--- src/rtl/mips_pkg.sv ---
// Shared types and constants for the MIPS pipeline control blocks.
package mips_pkg;

  typedef enum logic [1:0] {
    IDLE = 2'd0,
    BUSY = 2'd1,
    DONE = 2'd2
  } md_state_t;

  localparam logic [4:0] REG_ZERO          = 5'd0;
  localparam int         MD_CYCLES_DEFAULT = 32;

endpackage

--- src/rtl/hazard_unit_md_sequencer.sv ---
// Multiply/divide occupancy sequencer: tracks the busy window of the iterative
// mult/div unit and pulses done when HI/LO should be latched.
module md_sequencer
  import mips_pkg::*;
#(
  parameter int MD_CYCLES = MD_CYCLES_DEFAULT
) (
  input  logic clk,
  input  logic rst,
  input  logic start,
  output logic busy,
  output logic done,
  output logic overrun
);

  localparam int CW = 6;

  md_state_t     state;
  logic [CW-1:0] count;

  assign busy = (state != IDLE);

  // A start seen while occupied is dropped but remembered in the sticky overrun flag.
  always_ff @(posedge clk or posedge rst) begin
    if (rst) begin
      state   <= IDLE;
      count   <= '0;
      done    <= 1'b0;
      overrun <= 1'b0;
    end else begin
      done <= 1'b0;
      case (state)
        IDLE: begin
          if (start) begin
            state <= BUSY;
            count <= CW'(MD_CYCLES - 1);
          end
        end
        BUSY: begin
          if (count == '0) begin
            state <= DONE;
            done  <= 1'b1;
          end else begin
            count <= count - {{(CW-1){1'b0}}, 1'b1};
          end
        end
        DONE: begin
          state <= IDLE;
        end
        default: begin
          state <= IDLE;
        end
      endcase
      if (start && (state != IDLE)) begin
        overrun <= 1'b1;
      end
    end
  end

endmodule

--- src/rtl/hazard_unit.sv ---
// Pipeline hazard detection: load-use, branch-compare and mult/div stalls,
// taken-branch flush, and a saturating stall-cycle performance counter.
module hazard_unit
  import mips_pkg::*;
#(
  parameter int MD_CYCLES = MD_CYCLES_DEFAULT,
  parameter int CNT_W     = 32
) (
  input  logic             clk,
  input  logic             rst,
  input  logic [4:0]       rsD,
  input  logic [4:0]       rtD,
  input  logic [4:0]       write_regE,
  input  logic [4:0]       write_regM,
  input  logic             RegWriteE,
  input  logic             MemtoRegE,
  input  logic             MemtoRegM,
  input  logic             BranchD,
  input  logic             PCSrcD,
  input  logic             MdUseD,
  input  logic             MultDivStartE,
  output logic             StallF,
  output logic             StallD,
  output logic             FlushD,
  output logic             FlushE,
  output logic             md_busy,
  output logic             md_done,
  output logic             md_overrun,
  output logic [CNT_W-1:0] stall_cycles
);

  logic matchE;
  logic matchM;
  logic lwStall;
  logic branchStall;
  logic mdStall;
  logic anyStall;

  md_sequencer #(
    .MD_CYCLES(MD_CYCLES)
  ) uSequencer (
    .clk    (clk),
    .rst    (rst),
    .start  (MultDivStartE),
    .busy   (md_busy),
    .done   (md_done),
    .overrun(md_overrun)
  );

  assign matchE = (write_regE != REG_ZERO) && ((write_regE == rsD) || (write_regE == rtD));
  assign matchM = (write_regM != REG_ZERO) && ((write_regM == rsD) || (write_regM == rtD));

  assign lwStall     = MemtoRegE && RegWriteE && matchE;
  assign branchStall = BranchD && ((RegWriteE && matchE) || (MemtoRegM && matchM));
  assign mdStall     = MdUseD && (md_busy || MultDivStartE);

  // Controls are held quiet during reset; a stall always wins over a branch flush.
  assign anyStall = !rst && (lwStall || branchStall || mdStall);
  assign StallF   = anyStall;
  assign StallD   = anyStall;
  assign FlushE   = anyStall;
  assign FlushD   = !rst && PCSrcD && !anyStall;

  always_ff @(posedge clk or posedge rst) begin
    if (rst) begin
      stall_cycles <= '0;
    end else if (StallD && (stall_cycles != '1)) begin
      stall_cycles <= stall_cycles + {{(CNT_W-1){1'b0}}, 1'b1};
    end
  end

endmodule
--- config.mk ---
export PLATFORM = sky130hd
export DESIGN_NAME = hazard_unit
export DESIGN_NICKNAME = d
export VERILOG_FILES = /design/src/rtl/mips_pkg.sv /design/src/rtl/hazard_unit_md_sequencer.sv /design/src/rtl/hazard_unit.sv
export SDC_FILE = /design/constraint.sdc
export NUM_CORES = 1
export LEC_CHECK = 0
export BUFFER_PORTS_ARGS = -buffer_cell sky130_fd_sc_hd__buf_4
export CORE_ASPECT_RATIO = 0.8
export CORE_MARGIN = 2
export CORE_UTILIZATION = 50
export CTS_BUF_LIST = sky130_fd_sc_hd__clkbuf_16
export CTS_CLUSTER_SIZE = 14
export DETAILED_ROUTE_END_ITERATION = 8
export HOLD_SLACK_MARGIN = 0.03
export PLACE_DENSITY = 0.82
export RECOVER_POWER = 25
export SYNTH_ARGS = -nofsm -noshare
export SYNTH_HDL_FRONTEND = slang
export SYNTH_HIERARCHICAL = 1
export SYNTH_SLANG_ARGS = --single-unit
--- constraint.sdc ---
create_clock -name clk -period 3.2 [get_ports clk]
set_input_delay 0.48 -clock clk [delete_from_list [all_inputs] [get_ports clk]]
set_output_delay 0.48 -clock clk [all_outputs]
set_load 0.03 [all_outputs]
* Yosys cells after proc, flatten, opt, wreduce, memory -nomap -nowiden *
Cells that the tools add are included.

operators by class
  add/sub/neg operators = 2
  eq/ne operators = 9
  mux-type cells = 8
  reductions and logical operators = 29

operators with widths
  operator                                                            number
  32-bit by 1-bit adder with 32-bit output, second input constant     1
  32-bit != test, second input constant                               1
  5-bit == test                                                       4
  1-bit logical AND                                                   13
  6-bit two-way mux                                                   2
  6-bit one-hot mux with 2 select lines                               1
  5-bit nonzero test                                                  2
  6-bit logical NOT                                                   1
  1-bit logical OR                                                    6
  6-bit by 1-bit subtractor with 6-bit output, second input constant  1
  2-bit two-way mux                                                   2
  2-bit != test, second input constant                                2
  2-bit one-hot mux with 2 select lines                               1
  2-bit nonzero test                                                  2
  3-bit AND reduction                                                 1
  2-bit by 1-bit == test with 1-bit output, second input constant     1
  1-bit logical NOT                                                   2
  2-bit logical NOT                                                   1
  1-bit two-way mux                                                   2
  2-bit by 1-bit != test with 1-bit output, second input constant     1
  2-bit AND reduction                                                 1

word-level totals
  register bits after elaboration = 42
  output and inout port bits = 39
  word-level logic and storage cells = 53

* Depth between registers and ports, before layout *
Gate-level depths: netlist of run 1.

  word-level depth = 11
  mapped depth = 9
  gate-level depth less buffers = 8

* By module *
The synthesis of run 1 kept the hierarchy.

by module, submodules not included
  module        times used  cells an instance  area an instance (um^2)
  hazard_unit   1           195                1944.4
  md_sequencer  1           57                 555.5

* Worst setup path after synthesis of run 1 *
No wires, ideal clock.

  kind = input to output
  start = input port rst
  end = output port StallD
  arrival time = 2.174 ns
  path slack = 0.546 ns
  cell stages on the path = 7
  path buffers = 3
  cells stage by stage = inv_1 > o21ai_0 > nor3_1 > or3_1 > buf_6 > buf_6 > buf_4

on the way
  word-level cells in the longest chain between the ends = 2

RTL lines
  element                      RTL line           source
  start, declared              hazard_unit.sv:10  input logic rst,
  1-bit logical NOT (no line)  --
  1-bit logical AND            hazard_unit.sv:58  assign anyStall = !rst && (lwStall || branchStall || mdStall);
  end, declared                hazard_unit.sv:23  output logic StallD,

Every way passes these cells.

* Worst setup path after layout of run 1 *
  start = register uSequencer.state[0]
  end = output port StallF

on the way
  word-level cells in the longest chain between the ends = 5

RTL lines
  element                 RTL line                        source
  start, declared         hazard_unit_md_sequencer.sv:18  md_state_t state;
  start signal, assigned  hazard_unit_md_sequencer.sv:26  state <= IDLE;
  start signal, assigned  hazard_unit_md_sequencer.sv:35  state <= BUSY;
  start signal, assigned  hazard_unit_md_sequencer.sv:41  state <= DONE;
  2-bit nonzero test      hazard_unit_md_sequencer.sv:21  assign busy = (state != IDLE);
  1-bit logical OR        hazard_unit.sv:55               assign mdStall = MdUseD && (md_busy || MultDivStartE);
  1-bit logical AND       hazard_unit.sv:55
  1-bit logical OR        hazard_unit.sv:58
  1-bit logical AND       hazard_unit.sv:58
  end, declared           hazard_unit.sv:22               output logic StallF,

Every way passes these cells.

==> flow_summary.json, run 1 <==
{
  "layout_min_cycle_time_ps": 2710,
  "cts_buffer_depth": 2,
  "irDropWorstVdd_uv": 394,
  "synth_warnings": 6,
  "end_kind": "output port",
  "drc": 0,
  "startpoint_type": "flip-flop",
  "design.core.area_sq_um": 4710,
  "dpl.hpwl_mm": 4.37,
  "synth.distinct_cells": 49,
  "htree_num_levels": 2,
  "seq_area_frac_synth": 0.420,
  "setup_violations": 0,
  "drt-initial-drc-count": 76,
  "cp_data_required_time_ps": 2720,
  "path_max_fanout": 12,
  "r2r_end": "stall_cycles[1]$_DFFE_PP0P_",
  "worstReg2RegStart": "stall_cycles[0]$_DFFE_PP0P_",
  "cts_setup_buffers": 0,
  "ys_ff_latch": 42,
  "track_usage": 0.213,
  "tightest_slew_ps": 506,
  "clk_latency_ps": 280,
  "dp_slack_ps": 498,
  "synth_common_cells": "dfrtp_1, xnor2_1, xor2_1",
  "synth_cells": 252,
  "fin_ws_ps": 493,
  "netlist_area_sq_um": 2500,
  "relSlewSlack": 0.660,
  "hp-class": "in -> async",
  "syn-num-nets": 284,
  "boundaryPins": 68,
  "fp.dieH_um": 67.2,
  "grt_max_degree": 34,
  "fillerInstances": 370,
  "cts_hold_buf": 0,
  "clkTransAtPathRegs_ps": 60,
  "finalWeightedCongestion": 0.928,
  "crit_type": "reg -> out",
  "status": "complete, no violations",
  "wirelength_mm": 5.75,
  "grt_pass1_vias": 1981,
  "post_drt_wl_per_cell_um": 15.0,
  "ys_top_cells_by_area": "dfrtp_1, xnor2_1, xor2_1",
  "final_nets": 353,
  "crit_arrival_ps": 2230,
  "synthToLayoutAreaGrowth_pct": 26.7,
  "skew_ps": 5.92,
  "multi_input_area_sq_um": 1340,
  "tns_ps": 0,
  "die_area_sq_um": 5590,
  "yosysTopAreaCellShare": 0.420,
  "cts_resized": 0,
  "grt_first_pass_wirelength_mm": 9.42,
  "yosysMostFrequentCell": "dfrtp_1",
  "viasPerCell": 5.52,
  "antenna_found_initial": 0,
  "portBuffers": 67,
  "leakage_nw": 1.41,
  "vias": 2109,
  "grt_overflow": 0,
  "yosysTopAreaCell": "dfrtp_1",
  "ff2ff_setup_slack_ps": 610,
  "period_share": 0.846,
  "synthArstFlopShare": 1.00,
  "antenna_cells": 0,
  "cts_buffers": 5,
  "initial_core_util": 0.531,
  "synth_ff_type": "dfrtp_1",
  "dr.pass1.iters": 4,
  "fmax_mhz": 369,
  "rows": 22,
  "cts_tree": "built",
  "cap_viol_max_count": 0,
  "slew_viol_final": 0,
  "synth_area_per_cell_sq_um": 9.92,
  "ant_nets": 0,
  "regArea_sq_um": 1050,
  "cts_root_buf": "clkbuf_16",
  "grt_setup_unrepaired": "false",
  "final-hold-violation-count": 0,
  "cts_sinks": 42,
  "r2r_cells": 7,
  "drive_gt1_frac": 0.283,
  "p_per_area_nw_per_um2": 570,
  "die-width_um": 83.1,
  "synth_edf_count": 0
}
==> critical path, stage by stage (launching register included) <==
cell and delay (ps):
dfrtp_1 490, or2_2 370, o21ai_0 240, nor2_1 70, or3_1 520, buf_4 260
==> report_power, final <==
| group | total, mW | internal (mW) | switching, mW |
|---|---|---|---|
| clock | 0.471 | 0.282 | 0.189 |
| combinational | 0.582 | 0.250 | 0.332 |
| sequential | 0.752 | 0.618 | 0.135 |
==> cell type report <==
cell class | count | share of cell area
clock inverter | 3 | 0.00395
timing repair buffer | 71 | 0.167
inverter | 10 | 0.0118
multi-input combinational | 191 | 0.422
sequential | 42 | 0.332
clock buffer | 5 | 0.0395
tap | 60 | 0.0237
==> worst max-delay path by stage <==
stage                               startpoint  slack, ps     end
2_1_floorplan                              rst        550  StallD
3_3_place_gp                     write_regM[1]        520  StallD
3_5_place_dp                     write_regM[1]        500  StallF
4_1_cts        uSequencer/state[0]$_DFFE_PP0P_        450  StallF
5_1_grt        uSequencer/state[0]$_DFFE_PP0P_        370  StallF
6_report       uSequencer/state[0]$_DFFE_PP0P_        490  StallF
==> state kept, by name, summed over array words and instances (netlist names) <==
name	cells
stall_cycles	32
uSequencer/state	2
uSequencer/done	1
uSequencer/overrun	1
uSequencer/count	6
==> metrics by stage <==
stage,power (mW),instance area [sq um],instances,util,hold WS (ps)
3_3_place_gp,1.31,3030,374,0.645,439
3_5_place_dp,1.34,3030,374,0.645,445
5_1_grt,1.91,3170,382,0.673,232
6_report,1.80,3170,382,0.673,177
4_1_cts,1.82,3170,382,0.674,201
2_1_floorplan,1.14,2500,252,-,320
==> cells in the final DEF (no fill, tap or decap), types with 2 or more instances in the layout <==
cell	count
nor3_1	11
and3_1	11
ha_1	3
nand3_1	11
xnor2_1	29
and4_1	4
nor4_1	2
clkbuf_16	5
nor2b_1	3
inv_1	11
dfrtp_1	42
buf_4	70
nor2_1	16
nor4b_1	2
nand2_1	12
a311oi_1	2
and2_1	2
nand4_1	18
o21ai_0	4
a21oi_1	6
xor2_1	20
a22oi_1	2
o311ai_0	4
nand3_2	6
==> per-layer routing <==
metal	share of wire	wire length, um	up-vias	GRT usage
met2	0.48	2740	51	0.345
met3	0.034	196	9	0.0342
met4	0.012	68	0	0.0902
met5	0	0	-	0
li1	-	-	1041	-
met1	0.48	2750	1008	0.290
==> kinds of logic after synthesis <==
family,Yosys count,synth area share
simple gates,107,0.253
xor+xnor,49,0.172
flops,42,0.420
compound gates,30,0.0866
buf+inv,19,0.0445
fa+ha+maj,3,0.0150
mux,2,0.00851
Note: power is estimated with default switching activity, not from simulation.
==> run 2, diff against run 1 <==
==> constraint.sdc (replaced) <==
create_clock -name clk -period 2.7 [get_ports clk]
set_input_delay 0.405 -clock clk [delete_from_list [all_inputs] [get_ports clk]]
set_output_delay 0.405 -clock clk [all_outputs]
set_load 0.03 [all_outputs]
==> flow_summary.json, run 2 (same netlist as run 1, synthesis figures left out) <==
{
  "status": "complete, no violations",
  "grt_setup_unrepaired": "false",
  "cpMostUsedCell": "buf_4",
  "initial_core_util": 0.531,
  "grt_max_degree": 34,
  "grt_pass1_vias": 2055,
  "hp-class": "in -> async",
  "ant_nets": 0,
  "cts_tree": "built",
  "irDropWorstVdd_uv": 465,
  "layout_min_cycle_time_ps": 2550,
  "crit_chain": "buf_4 -> or4_4 -> o211ai_2 -> nor3_1 -> or3_1 -> buf_4",
  "path_max_fanout": 11,
  "cp_data_required_time_ps": 2300,
  "htree_num_levels": 2,
  "met2_length_mm": 2.79,
  "crit_buf_inv": 2,
  "cp_top_family": "simple AND/OR/NAND/NOR gates",
  "tns_ps": 0,
  "drive_gt1_frac": 0.292,
  "vias": 2177,
  "rows": 22,
  "cts_hold_buf": 0,
  "skew_ps": 4.03,
  "top_register": "stall_cycles",
  "drc": 0,
  "p_per_area_nw_per_um2": 696,
  "die_area_sq_um": 5590,
  "tightest_slew_ps": 470,
  "dr.pass1.iters": 4,
  "relSlewSlack": 0.684,
  "synthToLayoutAreaGrowth_pct": 28.8,
  "place_area_sq_um": 3060,
  "setup_violations": 0,
  "cts_resized": 0,
  "post_drt_wl_per_cell_um": 15.4,
  "wirelength_mm": 5.92,
  "slowest_delay_ps": 580,
  "portBuffers": 67,
  "clk_latency_ps": 280,
  "met3_length_um": 365,
  "boundaryPins": 68,
  "grt_overflow": 0,
  "die-width_um": 83.1,
  "final_cell_mix": "buf_4, dfrtp_1, xnor2_1",
  "slew_viol_final": 0,
  "cts_buffer_depth": 2,
  "clkTransAtPathRegs_ps": 60,
  "layout_commonest_cell": "buf_4",
  "track_usage": 0.218,
  "drt-initial-drc-count": 120,
  "viasPerCell": 5.65,
  "multi_input_area_sq_um": 1340,
  "cap_viol_max_count": 0,
  "cts_sinks": 42,
  "cts_buffers": 5,
  "period_share": 0.945,
  "cts_setup_buffers": 0,
  "cts_root_buf": "clkbuf_16",
  "wirelength_met1_mm": 2.69,
  "fmax_mhz": 392,
  "fillerInstances": 369,
  "fp.dieH_um": 67.2,
  "crit_type": "in -> out",
  "finalWeightedCongestion": 0.920,
  "reg_top3": "stall_cycles x32, uSequencer/count x6, uSequencer/state x2",
  "regArea_sq_um": 1050,
  "largest_register_ff_count": 32,
  "final_nets": 357,
  "slowest_stage": "or3_1",
  "antenna_cells": 0,
  "stdcell_area_sq_um": 3220,
  "highest_layer": "met4",
  "design.core.area_sq_um": 4710,
  "antenna_found_initial": 0,
  "end_kind": "output port",
  "crit_arrival_ps": 2150,
  "final-hold-violation-count": 0,
  "grt_first_pass_wirelength_mm": 9.67,
  "leakage_nw": 1.43,
  "dpl.hpwl_mm": 4.46,
  "startpoint_type": "input port"
}
[run 2: changes by cell type in the layout (fill, tap and decap cells not counted)]
cell,previous run,this run
buf_4,70,74
bufinv_16,0,1
clkinv_2,1,0
inv_1,11,10
[run 2: per-layer routing]
layer	track usage	up-vias
li1	-	1054
met1	0.293	1045
met2	0.351	71
met3	0.0513	7
met4	0.0820	0
met5	0	-
[run 2: final cells by class]
cell class,instances,area share
clock buffers,5,0.0389
clock inverters,2,0.0105
inverters,10,0.0117
multi-input cells,191,0.415
flip-flops and latches,42,0.326
well taps,60,0.0233
repair buffers,75,0.174
[run 2: metrics by stage]
step | cells | utilization | power, mW | hold WS [ps] | setup WS [ps]
floorplan | 252 | - | 1.35 | 245 | 196
global placement | 378 | 0.651 | 1.57 | 423 | 182
detailed placement | 378 | 0.651 | 1.59 | 434 | 132
CTS | 385 | 0.685 | 2.26 | 140 | 148
global route | 385 | 0.684 | 2.38 | 138 | 58.5
finish | 385 | 0.684 | 2.24 | 122 | 149
[run 2: path summary, 6_finish.rpt]
| path | slack, ps | endpoint | from | depth (start not counted) |
|---|---|---|---|---|
| min | 120 | uSequencer/count[5]$_DFFE_PP0P_ | rst | 2 |
| max in group asynchronous | 2170 | stall_cycles[21]$_DFFE_PP0P_ | rst | 3 |
| min reg2reg | 450 | uSequencer/overrun$_DFFE_PP0P_ | uSequencer/overrun$_DFFE_PP0P_ | 1 |
| max | 150 | StallF | write_regM[1] | 6 |
| max reg2reg | 390 | stall_cycles[1]$_DFFE_PP0P_ | stall_cycles[13]$_DFFE_PP0P_ | 6 |
| min in group clk | 380 | uSequencer/overrun$_DFFE_PP0P_ | MultDivStartE | 2 |
[run 2: report_power, final]
group          switching [mW]  leakage, nW  internal (mW)  total, mW
clock                   0.223       0.0773          0.427      0.650
sequential              0.142        0.554          0.732      0.874
combinational           0.407        0.799          0.308      0.715
